==> config.mk <==
export PLATFORM = sky130hd
export DESIGN_NAME = c_packet_lock_ctrl_flat
export DESIGN_NICKNAME = d
export VERILOG_FILES = /design/src/rtl/c_packet_lock_ctrl_pkg.sv /design/src/rtl/c_packet_lock_ctrl_if.sv /design/src/rtl/c_pkt_len_counter.sv /design/src/rtl/c_packet_lock_ctrl.sv /design/src/flat_wrapper.sv
export SDC_FILE = /design/constraint.sdc
export NUM_CORES = 1
export LEC_CHECK = 0
export BUFFER_PORTS_ARGS = -buffer_cell sky130_fd_sc_hd__clkbuf_2
export CORE_ASPECT_RATIO = 1.75
export CORE_MARGIN = 10
export CORE_UTILIZATION = 45
export DETAILED_ROUTE_END_ITERATION = 8
export GPL_TIMING_DRIVEN = 0
export PLACE_DENSITY = 0.87
export REMOVE_ABC_BUFFERS = 1
export SYNTH_ARGS = -nofsm -noshare
export SYNTH_HDL_FRONTEND = slang
export SYNTH_SLANG_ARGS = --single-unit
==> constraint.sdc <==
create_clock -name clk -period 2.95 [get_ports clk]
set_input_delay 0.59 -clock clk [delete_from_list [all_inputs] [get_ports clk]]
set_output_delay 0.59 -clock clk [all_outputs]
set_load 0.05 [all_outputs]
==> src/rtl/c_packet_lock_ctrl_pkg.sv <==
// Shared types and constants for the wormhole packet lock controller.
package c_packet_lock_ctrl_pkg;

    typedef enum logic {
        IDLE   = 1'b0,
        LOCKED = 1'b1
    } lock_state_e;

    localparam int DefaultMaxPktLen = 16;

    // Ceiling log2, usable in parameter expressions.
    function automatic int clogb(input int value);
        int result;
        result = 0;
        while ((1 << result) < value) begin
            result = result + 1;
        end
        return result;
    endfunction

endpackage

==> src/rtl/c_packet_lock_ctrl_if.sv <==
// Flit handshake and arbiter request/grant bundle around the packet lock controller.
interface c_packet_lock_ctrl_if #(
    parameter int num_ports = 32
);

    logic [0:num_ports-1] flit_valid_ip;
    logic [0:num_ports-1] flit_head_ip;
    logic [0:num_ports-1] flit_tail_ip;
    logic                 ready;
    logic [0:num_ports-1] arb_req;
    logic [0:num_ports-1] arb_gnt;
    logic                 arb_update;
    logic [0:num_ports-1] flit_sel_op;
    logic                 flit_xfer;

    modport slave (
        input  flit_valid_ip,
        input  flit_head_ip,
        input  flit_tail_ip,
        input  ready,
        input  arb_gnt,
        output arb_req,
        output arb_update,
        output flit_sel_op,
        output flit_xfer
    );

    modport master (
        output flit_valid_ip,
        output flit_head_ip,
        output flit_tail_ip,
        output ready,
        output arb_gnt,
        input  arb_req,
        input  arb_update,
        input  flit_sel_op,
        input  flit_xfer
    );

endinterface

==> src/rtl/c_pkt_len_counter.sv <==
// Saturating flit counter for the packet currently holding the lock.
module c_pkt_len_counter
    import c_packet_lock_ctrl_pkg::*;
#(
    parameter int max_pkt_len = DefaultMaxPktLen,
    parameter int len_width   = clogb(max_pkt_len + 1)
) (
    input  logic clk,
    input  logic reset,
    input  logic active,
    input  logic clear,
    input  logic inc,
    output logic at_max
);

    logic [len_width-1:0] count_q;
    logic [len_width-1:0] count_d;

    assign at_max = (count_q == len_width'(max_pkt_len));

    // Clear wins over increment so a tail flit always leaves the counter at zero.
    always_comb begin
        count_d = count_q;
        if (clear) begin
            count_d = '0;
        end else if (inc && !at_max) begin
            count_d = count_q + 1'b1;
        end
    end

    always_ff @(posedge clk) begin
        if (reset) begin
            count_q <= '0;
        end else if (active) begin
            count_q <= count_d;
        end
    end

endmodule

==> src/rtl/c_packet_lock_ctrl.sv <==
// Packet-level allocator: arbitrates head flits, then locks the winner until its tail.
module c_packet_lock_ctrl
    import c_packet_lock_ctrl_pkg::*;
#(
    parameter int num_ports   = 32,
    parameter int max_pkt_len = DefaultMaxPktLen
) (
    input  logic                 clk,
    input  logic                 reset,
    input  logic                 active,
    c_packet_lock_ctrl_if.slave  bus,
    output logic [0:num_ports-1] owner,
    output logic                 locked,
    output logic                 err_len,
    output logic                 err_proto
);

    localparam int len_width = clogb(max_pkt_len + 1);

    lock_state_e          state_q;
    lock_state_e          state_d;
    logic [0:num_ports-1] owner_q;
    logic [0:num_ports-1] owner_d;
    logic                 errLen_q;
    logic                 errLen_d;
    logic                 errProto_q;
    logic                 errProto_d;

    logic [0:num_ports-1] reqRaw;
    logic [0:num_ports-1] selRaw;
    logic                 updateRaw;
    logic                 lenClear;
    logic                 lenInc;
    logic                 lenAtMax;
    logic                 stepEnable;

    assign stepEnable = active && !reset;

    c_pkt_len_counter #(
        .max_pkt_len (max_pkt_len),
        .len_width   (len_width)
    ) u_len_counter (
        .clk    (clk),
        .reset  (reset),
        .active (active),
        .clear  (lenClear),
        .inc    (lenInc),
        .at_max (lenAtMax)
    );

    always_comb begin
        state_d    = state_q;
        owner_d    = owner_q;
        errLen_d   = errLen_q;
        errProto_d = errProto_q;
        reqRaw     = '0;
        selRaw     = '0;
        updateRaw  = 1'b0;
        lenClear   = 1'b0;
        lenInc     = 1'b0;

        case (state_q)
            IDLE: begin
                reqRaw = bus.ready ? (bus.flit_valid_ip & bus.flit_head_ip) : '0;
                if (|bus.arb_gnt) begin
                    selRaw    = bus.arb_gnt;
                    updateRaw = 1'b1;
                    if (|(bus.arb_gnt & bus.flit_tail_ip)) begin
                        lenClear = 1'b1;
                    end else begin
                        state_d = LOCKED;
                        owner_d = bus.arb_gnt;
                        lenInc  = 1'b1;
                    end
                end
            end
            LOCKED: begin
                selRaw = bus.ready ? (owner_q & bus.flit_valid_ip) : '0;
                if (|selRaw) begin
                    lenInc = 1'b1;
                    if (|(owner_q & bus.flit_head_ip)) begin
                        errProto_d = 1'b1;
                    end
                    // A tail unlocks now; the next head can only win on the following cycle.
                    if (|(owner_q & bus.flit_tail_ip)) begin
                        state_d  = IDLE;
                        owner_d  = '0;
                        lenClear = 1'b1;
                    end else if (lenAtMax) begin
                        errLen_d = 1'b1;
                    end
                end
            end
            default: begin
                state_d = IDLE;
            end
        endcase
    end

    always_ff @(posedge clk) begin
        if (reset) begin
            state_q    <= IDLE;
            owner_q    <= '0;
            errLen_q   <= 1'b0;
            errProto_q <= 1'b0;
        end else if (active) begin
            state_q    <= state_d;
            owner_q    <= owner_d;
            errLen_q   <= errLen_d;
            errProto_q <= errProto_d;
        end
    end

    assign bus.arb_req     = reqRaw;
    assign bus.flit_sel_op = stepEnable ? selRaw : '0;
    assign bus.flit_xfer   = stepEnable && (|selRaw);
    assign bus.arb_update  = stepEnable && updateRaw;

    assign owner     = owner_q;
    assign locked    = (state_q == LOCKED);
    assign err_len   = errLen_q;
    assign err_proto = errProto_q;

endmodule
==> src/flat_wrapper.sv <==
// flat-port wrapper written by rule: the top's interface ports become plain ports
module c_packet_lock_ctrl_flat import c_packet_lock_ctrl_pkg::*;
#(
    parameter int num_ports   = 32,
    parameter int max_pkt_len = DefaultMaxPktLen
)
  (clk, reset, active, owner, locked, err_len, err_proto, bus_flit_valid_ip, bus_flit_head_ip, bus_flit_tail_ip, bus_ready, bus_arb_gnt, bus_arb_req, bus_arb_update, bus_flit_sel_op, bus_flit_xfer);
  c_packet_lock_ctrl_if #(.num_ports(num_ports)) bus_i ();
  input  logic clk;
  input  logic reset;
  input  logic active;
  output logic [0:num_ports-1] owner;
  output logic locked;
  output logic err_len;
  output logic err_proto;
  input wire logic [$bits(bus_i.flit_valid_ip)-1:0] bus_flit_valid_ip;
  input wire logic [$bits(bus_i.flit_head_ip)-1:0] bus_flit_head_ip;
  input wire logic [$bits(bus_i.flit_tail_ip)-1:0] bus_flit_tail_ip;
  input wire logic [$bits(bus_i.ready)-1:0] bus_ready;
  input wire logic [$bits(bus_i.arb_gnt)-1:0] bus_arb_gnt;
  output wire logic [$bits(bus_i.arb_req)-1:0] bus_arb_req;
  output wire logic [$bits(bus_i.arb_update)-1:0] bus_arb_update;
  output wire logic [$bits(bus_i.flit_sel_op)-1:0] bus_flit_sel_op;
  output wire logic [$bits(bus_i.flit_xfer)-1:0] bus_flit_xfer;
  assign bus_i.flit_valid_ip = bus_flit_valid_ip;
  assign bus_i.flit_head_ip = bus_flit_head_ip;
  assign bus_i.flit_tail_ip = bus_flit_tail_ip;
  assign bus_i.ready = bus_ready;
  assign bus_i.arb_gnt = bus_arb_gnt;
  assign bus_arb_req = bus_i.arb_req;
  assign bus_arb_update = bus_i.arb_update;
  assign bus_flit_sel_op = bus_i.flit_sel_op;
  assign bus_flit_xfer = bus_i.flit_xfer;
  c_packet_lock_ctrl #(.num_ports(num_ports), .max_pkt_len(max_pkt_len)) u_core (.clk(clk), .reset(reset), .active(active), .bus(bus_i), .owner(owner), .locked(locked), .err_len(err_len), .err_proto(err_proto));
endmodule
==> impl_metrics.prom, run 1 <==
# TYPE chip_impl_metric gauge
chip_impl_info{name="crit_path_end_kind",value="primary output"} 1
chip_impl_metric{name="route.antenna.remaining_nets",unit=""} 0
chip_impl_metric{name="power_per_cell_area",unit="nW/um^2"} 344
chip_impl_metric{name="antenna_cells_inserted",unit=""} 0
chip_impl_info{name="most_common_cell_after_layout_fill_and_taps_aside",value="sky130_fd_sc_hd__clkbuf_2"} 1
chip_impl_info{name="timing.critical_path.max_delay_family",value="simple AND/OR/NAND/NOR gates"} 1
chip_impl_metric{name="timing.hold.ws",unit="ps"} 484
chip_impl_metric{name="wirelength_met1",unit="mm"} 6.58
chip_impl_metric{name="yosysWarningCount",unit=""} 0
chip_impl_metric{name="share_clk_of_total_power",unit="%"} 39.2
chip_impl_metric{name="timing.reg2reg.worst_path_depth",unit=""} 7
chip_impl_metric{name="worstMarginPinSlew",unit="ps"} 822
chip_impl_metric{name="via_count_of_the_first_global_routing_pass",unit=""} 4851
chip_impl_metric{name="setup_viol_count_final",unit=""} 1
chip_impl_metric{name="io_pins",unit=""} 233
chip_impl_metric{name="report.power.total",unit="mW"} 1.62
chip_impl_metric{name="number_of_fill_cells_in_the_layout",unit=""} 628
chip_impl_metric{name="final_layout_size_suffix_gt1_share",unit="%"} 41.7
chip_impl_metric{name="place_hpwl",unit="mm"} 15.6
chip_impl_metric{name="globalRoute.totalOverflow",unit=""} 0
chip_impl_metric{name="dr_total_vias",unit=""} 4889
chip_impl_metric{name="drtPass1Iterations",unit=""} 5
chip_impl_metric{name="timing.slew.headroom",unit="%"} 45.0
chip_impl_metric{name="htree_levels",unit=""} 2
chip_impl_metric{name="power.ir.vdd_worst",unit="V"} 0.000226
chip_impl_metric{name="detailroute.wirelength.met3",unit="mm"} 2.14
chip_impl_metric{name="finalWorstPathRequiredPeriod",unit="ps"} 2970
chip_impl_metric{name="gp_congestion",unit=""} 1.02
chip_impl_metric{name="drtIter0Drc",unit=""} 515
chip_impl_metric{name="cp.buffers_inverters",unit=""} 2
chip_impl_info{name="crit_path_start_kind",value="flip-flop"} 1
chip_impl_metric{name="stdcell_count",unit=""} 726
chip_impl_metric{name="post-place-ws",unit="ps"} -1180
chip_impl_metric{name="ys_async_sr_fraction",unit="%"} 0
chip_impl_metric{name="initial_utilization",unit="%"} 45.9
chip_impl_metric{name="seq_area_frac_synth",unit="%"} 24.5
chip_impl_metric{name="arrival",unit="ps"} 2380
chip_impl_metric{name="setup_total_negative_slack",unit="ps"} -15.3
chip_impl_metric{name="vias_per_cell",unit=""} 6.73
chip_impl_info{name="slowest_stage",value="sky130_fd_sc_hd__dfxtp_4"} 1
chip_impl_metric{name="timing.clock.skew",unit="ps"} 4.82
chip_impl_metric{name="post-place-cells",unit=""} 714
chip_impl_info{name="timing.setup.critical_path_class",value="reg -> out"} 1
chip_impl_info{name="clk_root_buffer_cell",value="sky130_fd_sc_hd__clkbuf_16"} 1
chip_impl_metric{name="synthesized_netlist_cell_count",unit=""} 417
chip_impl_info{name="status",value="finished with violations"} 1
chip_impl_metric{name="syn-mean-instance-area",unit="sq um"} 7.85
chip_impl_metric{name="timing.critical_path.depth",unit=""} 7
chip_impl_metric{name="synth_enable_flop_cells",unit=""} 0
chip_impl_metric{name="largest_net_degree_at_the_start_of_global_routing",unit=""} 41
chip_impl_metric{name="clock_tree.buffer_depth",unit=""} 2
chip_impl_metric{name="synthesized_flop_and_latch_total",unit=""} 40
chip_impl_info{name="ys_dominant_reg_cell",value="sky130_fd_sc_hd__dfxtp_1"} 1
chip_impl_metric{name="cap_violations",unit=""} 0
chip_impl_metric{name="total_switching_power",unit="uW"} 550
chip_impl_metric{name="finalHoldViolCount",unit=""} 0
chip_impl_metric{name="met2WireLength",unit="mm"} 9.66
chip_impl_metric{name="holdBufCountCts",unit=""} 0
chip_impl_metric{name="gr-usage-all-layers",unit="%"} 31.8
chip_impl_info{name="violations",value="setup timing"} 1
chip_impl_metric{name="power.switching_fraction",unit="%"} 33.9
chip_impl_metric{name="setup_slack",unit="ps"} -15.3
chip_impl_metric{name="post-route-period-util",unit="%"} 101
chip_impl_metric{name="grt_first_pass_wirelength",unit="mm"} 28.5
chip_impl_metric{name="cts.sinks",unit=""} 40
chip_impl_metric{name="synth_area",unit="sq um"} 3270
chip_impl_metric{name="worst-path-max-fanout",unit=""} 16
chip_impl_info{name="cts_tree",value="built"} 1
chip_impl_metric{name="cts_made_buffers",unit=""} 5
chip_impl_metric{name="clock.fmax",unit="GHz"} 0.337
chip_impl_metric{name="clock_insertion_delay_worst_skew",unit="ps"} 290
chip_impl_metric{name="design.die.area",unit="sq um"} 11200
chip_impl_metric{name="core_box_area",unit="sq um"} 7130
chip_impl_metric{name="drt_wl_total",unit="mm"} 19.7
chip_impl_metric{name="final_max_slew_viols",unit=""} 0
chip_impl_metric{name="worst-endpoint-required",unit="ps"} 2360
chip_impl_metric{name="final_net_count",unit=""} 773
chip_impl_info{name="mostFrequentLayoutCells",value="230 x sky130_fd_sc_hd__clkbuf_2, 70 x sky130_fd_sc_hd__nor2_1, 59 x sky130_fd_sc_hd__a22oi_1"} 1
chip_impl_metric{name="areaGrowthSynthToFinish",unit="%"} 43.8
chip_impl_metric{name="routed_wire_length_per_instance",unit="microns"} 27.2
chip_impl_metric{name="cts.reportedPaths.clkPinSlew",unit="ps"} 60
chip_impl_metric{name="fp-row-count",unit=""} 41
chip_impl_metric{name="detailed_route_drc_error_count",unit=""} 0
chip_impl_metric{name="cellInternalPower",unit="mW"} 1.07
chip_impl_metric{name="power_leakage",unit="nW"} 2.52
chip_impl_metric{name="timing.hold.worst_path_depth",unit=""} 2
chip_impl_metric{name="synth_cell_type_count",unit=""} 41
chip_impl_info{name="hold_path_class",value="reg -> reg"} 1
chip_impl_metric{name="port_buffers",unit=""} 232
chip_impl_metric{name="comb_power_share",unit="%"} 27.6
chip_impl_metric{name="chipWidth",unit="microns"} 84.5
chip_impl_metric{name="pwr-share-seq",unit="%"} 33.3
chip_impl_info{name="critical_path_cell_sequence",value="buf_6 -> and2_4 -> a31oi_1 -> nand4_1 -> nor4_1 -> a21oi_1 -> buf_2"} 1
chip_impl_metric{name="fp.dieH",unit="microns"} 133
chip_impl_info{name="top_layer_used",value="met4"} 1
chip_impl_metric{name="antenna_found_initial",unit=""} 0
chip_impl_metric{name="critical-path-max-stage-delay",unit="ps"} 410
flip-flops by register name, summed over array words and instances, names as in the netlist:
register / cells
u_core.owner: 32
u_core.u_len_counter.count_q: 5
u_core.err_len: 1
u_core.err_proto: 1
u_core.locked: 1
layout make-up:
cell class	count	area, sq um	area share (%)
clock buffers	6	129	2.74
well taps	86	108	2.29
clock inverters	2	35.0	0.744
flip-flops and latches	40	805	17.1
multi-input cells	351	2400	50.9
repair buffers	235	1210	25.7
inverters	6	22.5	0.479
power by group through the flow:
stage / logic, mW / registers (mW) / clock network [mW]
global route: 0.464 / 0.539 / 0.655
finish: 0.447 / 0.539 / 0.635
floorplan: 0.215 / 0.552 / 0
global placement: 0.425 / 0.552 / 0
CTS: 0.435 / 0.539 / 0.629
detailed placement: 0.431 / 0.552 / 0
path summary, 6_finish.rpt:
path                                   endpoint  slack, ps                          start
setup / recovery                  bus_flit_xfer        -20     u_core.locked$_SDFFE_PP0P_
hold / removal    u_core.err_proto$_SDFFE_PP0P_        480  u_core.err_proto$_SDFFE_PP0P_
setup reg to reg   u_core.owner[4]$_SDFFE_PP0P_        150  u_core.owner[18]$_SDFFE_PP0P_
hold reg to reg   u_core.err_proto$_SDFFE_PP0P_        480  u_core.err_proto$_SDFFE_PP0P_
per-layer routing:
layer	GRT usage [%]	vias up
met2	54.5	433
met1	34.3	2273
met3	8.54	105
li1	-	2078
met4	17.6	0
met5	0	-
through the flow:
| stage | utilization (%) | area (sq um) |
|---|---|---|
| floorplan | - | 3140 |
| global placement | 61.8 | 4410 |
| detailed placement | 62.0 | 4420 |
| CTS | 65.2 | 4650 |
| global route | 66.0 | 4710 |
| finish | 66.0 | 4710 |
synth_stat cells (all sizes together) (6+ instances only):
cell type   n  area share (%)
nor2       70             8.0
a22oi      62              15
dfxtp      40              24
a31oi      35             6.7
nor2b      34             6.5
and3       32             6.1
mux2i      32             9.8
nand4      21             4.2
clkbuf     18             2.7
nor4       15             4.0
nand2      10             1.1
inv         6            0.69
worst reg2reg max path, cell delays in order (launching register included):
cell and delay [ps]:
sky130_fd_sc_hd__dfxtp_1 400, sky130_fd_sc_hd__a22oi_1 400, sky130_fd_sc_hd__nand4_1 160, sky130_fd_sc_hd__nor3_2 370, sky130_fd_sc_hd__a211oi_2 270, sky130_fd_sc_hd__o21ai_4 720, sky130_fd_sc_hd__mux2i_1 290, sky130_fd_sc_hd__nor2_1 60
logic make-up (layout without fill, tap and decap cells):
kind of cell	after synthesis	count (layout)	synth area share (%)
buf+inv	28	249	4.74
fa+ha+maj	2	2	0.764
flops	40	40	24.5
compound gates	116	117	26.5
mux	32	32	9.79
simple gates	199	200	33.8
repair_timing:
item	in CTS	in global routing
resized for setup	12	4
endpoints found under the setup margin	98	1
pin swaps	2	3
cloned	1	1
buffers inserted	0	2
No activity file was read; power rests on OpenSTA's default activity.
==> run 2: changes to the inputs <==
--- a/config.mk
+++ b/config.mk
@@ -5,10 +5,12 @@
 export SDC_FILE = /design/constraint.sdc
 export NUM_CORES = 1
 export LEC_CHECK = 0
+export ABC_CLOCK_PERIOD_IN_PS = 2950
 export BUFFER_PORTS_ARGS = -buffer_cell sky130_fd_sc_hd__clkbuf_2
 export CORE_ASPECT_RATIO = 1.75
 export CORE_MARGIN = 10
 export CORE_UTILIZATION = 45
+export CTS_BUF_LIST = sky130_fd_sc_hd__clkbuf_16
 export DETAILED_ROUTE_END_ITERATION = 8
 export GPL_TIMING_DRIVEN = 0
 export PLACE_DENSITY = 0.87
==> run 2 against run 1 <==
  * The run now ends clean
  * Flip-flop and latch count is the same
  * Utilization is the same
  * Fmax grew 0.62%
  * Sequential power is essentially flat
  * Critical path type unchanged
  * Clock power is essentially flat
  * Cell area is the same
  * Clock skew is essentially flat
  * Via count grew 1.0%
  * Worst setup slack gained 18 ps
  * First-iteration DRC count shrank 2.7%
  * Die area is the same
==> impl_metrics.prom, run 2 (synthesis results as in run 1) <==
# TYPE chip_impl_metric gauge
chip_impl_info{name="status",value="finished clean"} 1
chip_impl_metric{name="grt_first_pass_wirelength",unit="mm"} 28.5
chip_impl_metric{name="port_buffers",unit=""} 232
chip_impl_metric{name="io_pins",unit=""} 233
chip_impl_metric{name="htree_levels",unit=""} 2
chip_impl_metric{name="cts.reportedPaths.clkPinSlew",unit="ps"} 60
chip_impl_metric{name="finalHoldViolCount",unit=""} 0
chip_impl_metric{name="initial_utilization",unit="%"} 45.9
chip_impl_metric{name="final_layout_size_suffix_gt1_share",unit="%"} 41.7
chip_impl_metric{name="report.power.total",unit="mW"} 1.62
chip_impl_metric{name="final_max_slew_viols",unit=""} 0
chip_impl_metric{name="setup_total_negative_slack",unit="ps"} 0
chip_impl_metric{name="via_count_of_the_first_global_routing_pass",unit=""} 4851
chip_impl_metric{name="worst-path-max-fanout",unit=""} 16
chip_impl_info{name="crit_path_start_kind",value="flip-flop"} 1
chip_impl_metric{name="worstMarginPinSlew",unit="ps"} 818
chip_impl_metric{name="timing.hold.ws",unit="ps"} 484
chip_impl_metric{name="power_per_cell_area",unit="nW/um^2"} 344
chip_impl_metric{name="clock_insertion_delay_worst_skew",unit="ps"} 290
chip_impl_metric{name="post-place-cells",unit=""} 714
chip_impl_metric{name="gr-usage-all-layers",unit="%"} 31.8
chip_impl_metric{name="areaGrowthSynthToFinish",unit="%"} 43.8
chip_impl_metric{name="routed_wire_length_per_instance",unit="microns"} 27.1
chip_impl_metric{name="drt_wl_total",unit="mm"} 19.7
chip_impl_metric{name="place_hpwl",unit="mm"} 15.6
chip_impl_metric{name="timing.clock.skew",unit="ps"} 4.46
chip_impl_metric{name="design.die.area",unit="sq um"} 11200
chip_impl_metric{name="worst-endpoint-required",unit="ps"} 2360
chip_impl_metric{name="timing.slew.headroom",unit="%"} 45.3
chip_impl_metric{name="finalWorstPathRequiredPeriod",unit="ps"} 2950
chip_impl_metric{name="fp-row-count",unit=""} 41
chip_impl_metric{name="critical-path-max-stage-delay",unit="ps"} 410
chip_impl_metric{name="stdcell_count",unit=""} 726
chip_impl_metric{name="groute.layer.met1.usage",unit="%"} 34.3
chip_impl_metric{name="chipWidth",unit="microns"} 84.5
chip_impl_metric{name="drtPass1Iterations",unit=""} 5
chip_impl_info{name="timing.setup.critical_path_class",value="reg -> out"} 1
chip_impl_info{name="slowest_stage",value="sky130_fd_sc_hd__dfxtp_4"} 1
chip_impl_info{name="crit_path_end_kind",value="primary output"} 1
chip_impl_info{name="mostFrequentLayoutCells",value="230 x sky130_fd_sc_hd__clkbuf_2, 70 x sky130_fd_sc_hd__nor2_1, 59 x sky130_fd_sc_hd__a22oi_1"} 1
chip_impl_metric{name="gp_congestion",unit=""} 1.02
chip_impl_metric{name="largest_net_degree_at_the_start_of_global_routing",unit=""} 41
chip_impl_metric{name="power.ir.vdd_worst",unit="V"} 0.000228
chip_impl_metric{name="largest_reg_flops",unit=""} 32
chip_impl_metric{name="dr_total_vias",unit=""} 4940
chip_impl_metric{name="antenna_found_initial",unit=""} 0
chip_impl_metric{name="core_box_area",unit="sq um"} 7130
chip_impl_metric{name="number_of_fill_cells_in_the_layout",unit=""} 628
chip_impl_info{name="cts_tree",value="built"} 1
chip_impl_metric{name="clock_tree.buffer_depth",unit=""} 2
chip_impl_info{name="hold_path_class",value="reg -> reg"} 1
chip_impl_info{name="most_common_cell_after_layout_fill_and_taps_aside",value="sky130_fd_sc_hd__clkbuf_2"} 1
chip_impl_info{name="clk_root_buffer_cell",value="sky130_fd_sc_hd__clkbuf_16"} 1
chip_impl_metric{name="power_leakage",unit="nW"} 2.52
chip_impl_metric{name="antenna_cells_inserted",unit=""} 0
chip_impl_metric{name="post_dp_cell_area",unit="sq um"} 4420
chip_impl_metric{name="gr-usage-met2",unit="%"} 54.5
chip_impl_info{name="critical_path_cell_sequence",value="buf_6 -> and2_4 -> a31oi_1 -> nand4_1 -> nor4_1 -> a21oi_1 -> buf_2"} 1
chip_impl_metric{name="setup_viol_count_final",unit=""} 0
chip_impl_metric{name="vias_per_cell",unit=""} 6.80
chip_impl_metric{name="cts.sinks",unit=""} 40
chip_impl_metric{name="clock.fmax",unit="GHz"} 0.339
chip_impl_metric{name="final_net_count",unit=""} 773
chip_impl_metric{name="holdBufCountCts",unit=""} 0
chip_impl_metric{name="globalRouteMet3Util",unit="%"} 8.54
chip_impl_metric{name="fp.dieH",unit="microns"} 133
chip_impl_metric{name="cts_made_buffers",unit=""} 5
chip_impl_metric{name="detailed_route_drc_error_count",unit=""} 0
chip_impl_metric{name="post-route-period-util",unit="%"} 99.9
chip_impl_metric{name="route.antenna.remaining_nets",unit=""} 0
chip_impl_metric{name="arrival",unit="ps"} 2360
chip_impl_metric{name="drtIter0Drc",unit=""} 501
chip_impl_metric{name="globalRoute.totalOverflow",unit=""} 0
chip_impl_info{name="busiest_layer",value="met2"} 1
chip_impl_metric{name="cap_violations",unit=""} 0
chip_impl_metric{name="post-route-cell-area",unit="sq um"} 4710
==> run 2: cell count changes in the layout (fill, tap and decap cells not counted) <==
cell / change
sky130_fd_sc_hd__clkbuf_1: -1
sky130_fd_sc_hd__inv_1: +1
==> run 2: through the flow <==
step           util [%]  setup WS (ps)
2_1_floorplan         -           -738
3_3_place_gp       61.8          -1210
3_5_place_dp       62.0          -1180
4_1_cts            65.2          -77.5
5_1_grt            66.0          -1.32
6_report           66.0           2.84
==> run 2: final cells by class <==
class                   count  area [sq um]  share of cell area (%)
clock buffers               5           125                    2.66
clock inverters             3          38.8                   0.824
inverters                   6          22.5                   0.479
multi-input cells         351          2400                    50.9
flip-flops and latches     40           805                    17.1
well taps                  86           108                    2.29
repair buffers            235          1210                    25.7
==> run 2: worst paths after layout <==
| path | slack, ps | start | endpoint | cells past startpoint |
|---|---|---|---|---|
| max | 3 | u_core.locked$_SDFFE_PP0P_ | bus_flit_xfer | 7 |
| min | 480 | u_core.err_proto$_SDFFE_PP0P_ | u_core.err_proto$_SDFFE_PP0P_ | 2 |
| max reg2reg | 150 | u_core.owner[18]$_SDFFE_PP0P_ | u_core.owner[11]$_SDFFE_PP0P_ | 7 |
| min reg2reg | 480 | u_core.err_proto$_SDFFE_PP0P_ | u_core.err_proto$_SDFFE_PP0P_ | 2 |
==> run 2: worst max-delay path, delay by kind of cell, from the launching register on <==
family	cells	cell delay (ps)
and+or+nand+nor	3	710
AOI/OAI and AO/OA	2	490
buffers and inverters	2	440
DFF	1	410
==> run 2: per-layer routing <==
metal / vias to the layer above / wire, microns
met2: 466 / 9540
met3: 112 / 2330
met4: 0 / 1380
met1: 2287 / 6470
li1: 2075 / -
met5: - / 0
==> run 2: power by group <==
| group | switching [mW] | internal (mW) | total (mW) |
|---|---|---|---|
| Sequential | 0.0000779 | 0.539 | 0.539 |
| Combinational | 0.313 | 0.134 | 0.446 |
| Clock | 0.238 | 0.395 | 0.633 |
==> run 2: what timing repair did <==
item                                    CTS  global route
setup buffers                             0             2
endpoints found under the setup margin   98             1
pin swaps                                 2             3
gates resized for setup                  12             4
cloned                                    1             1
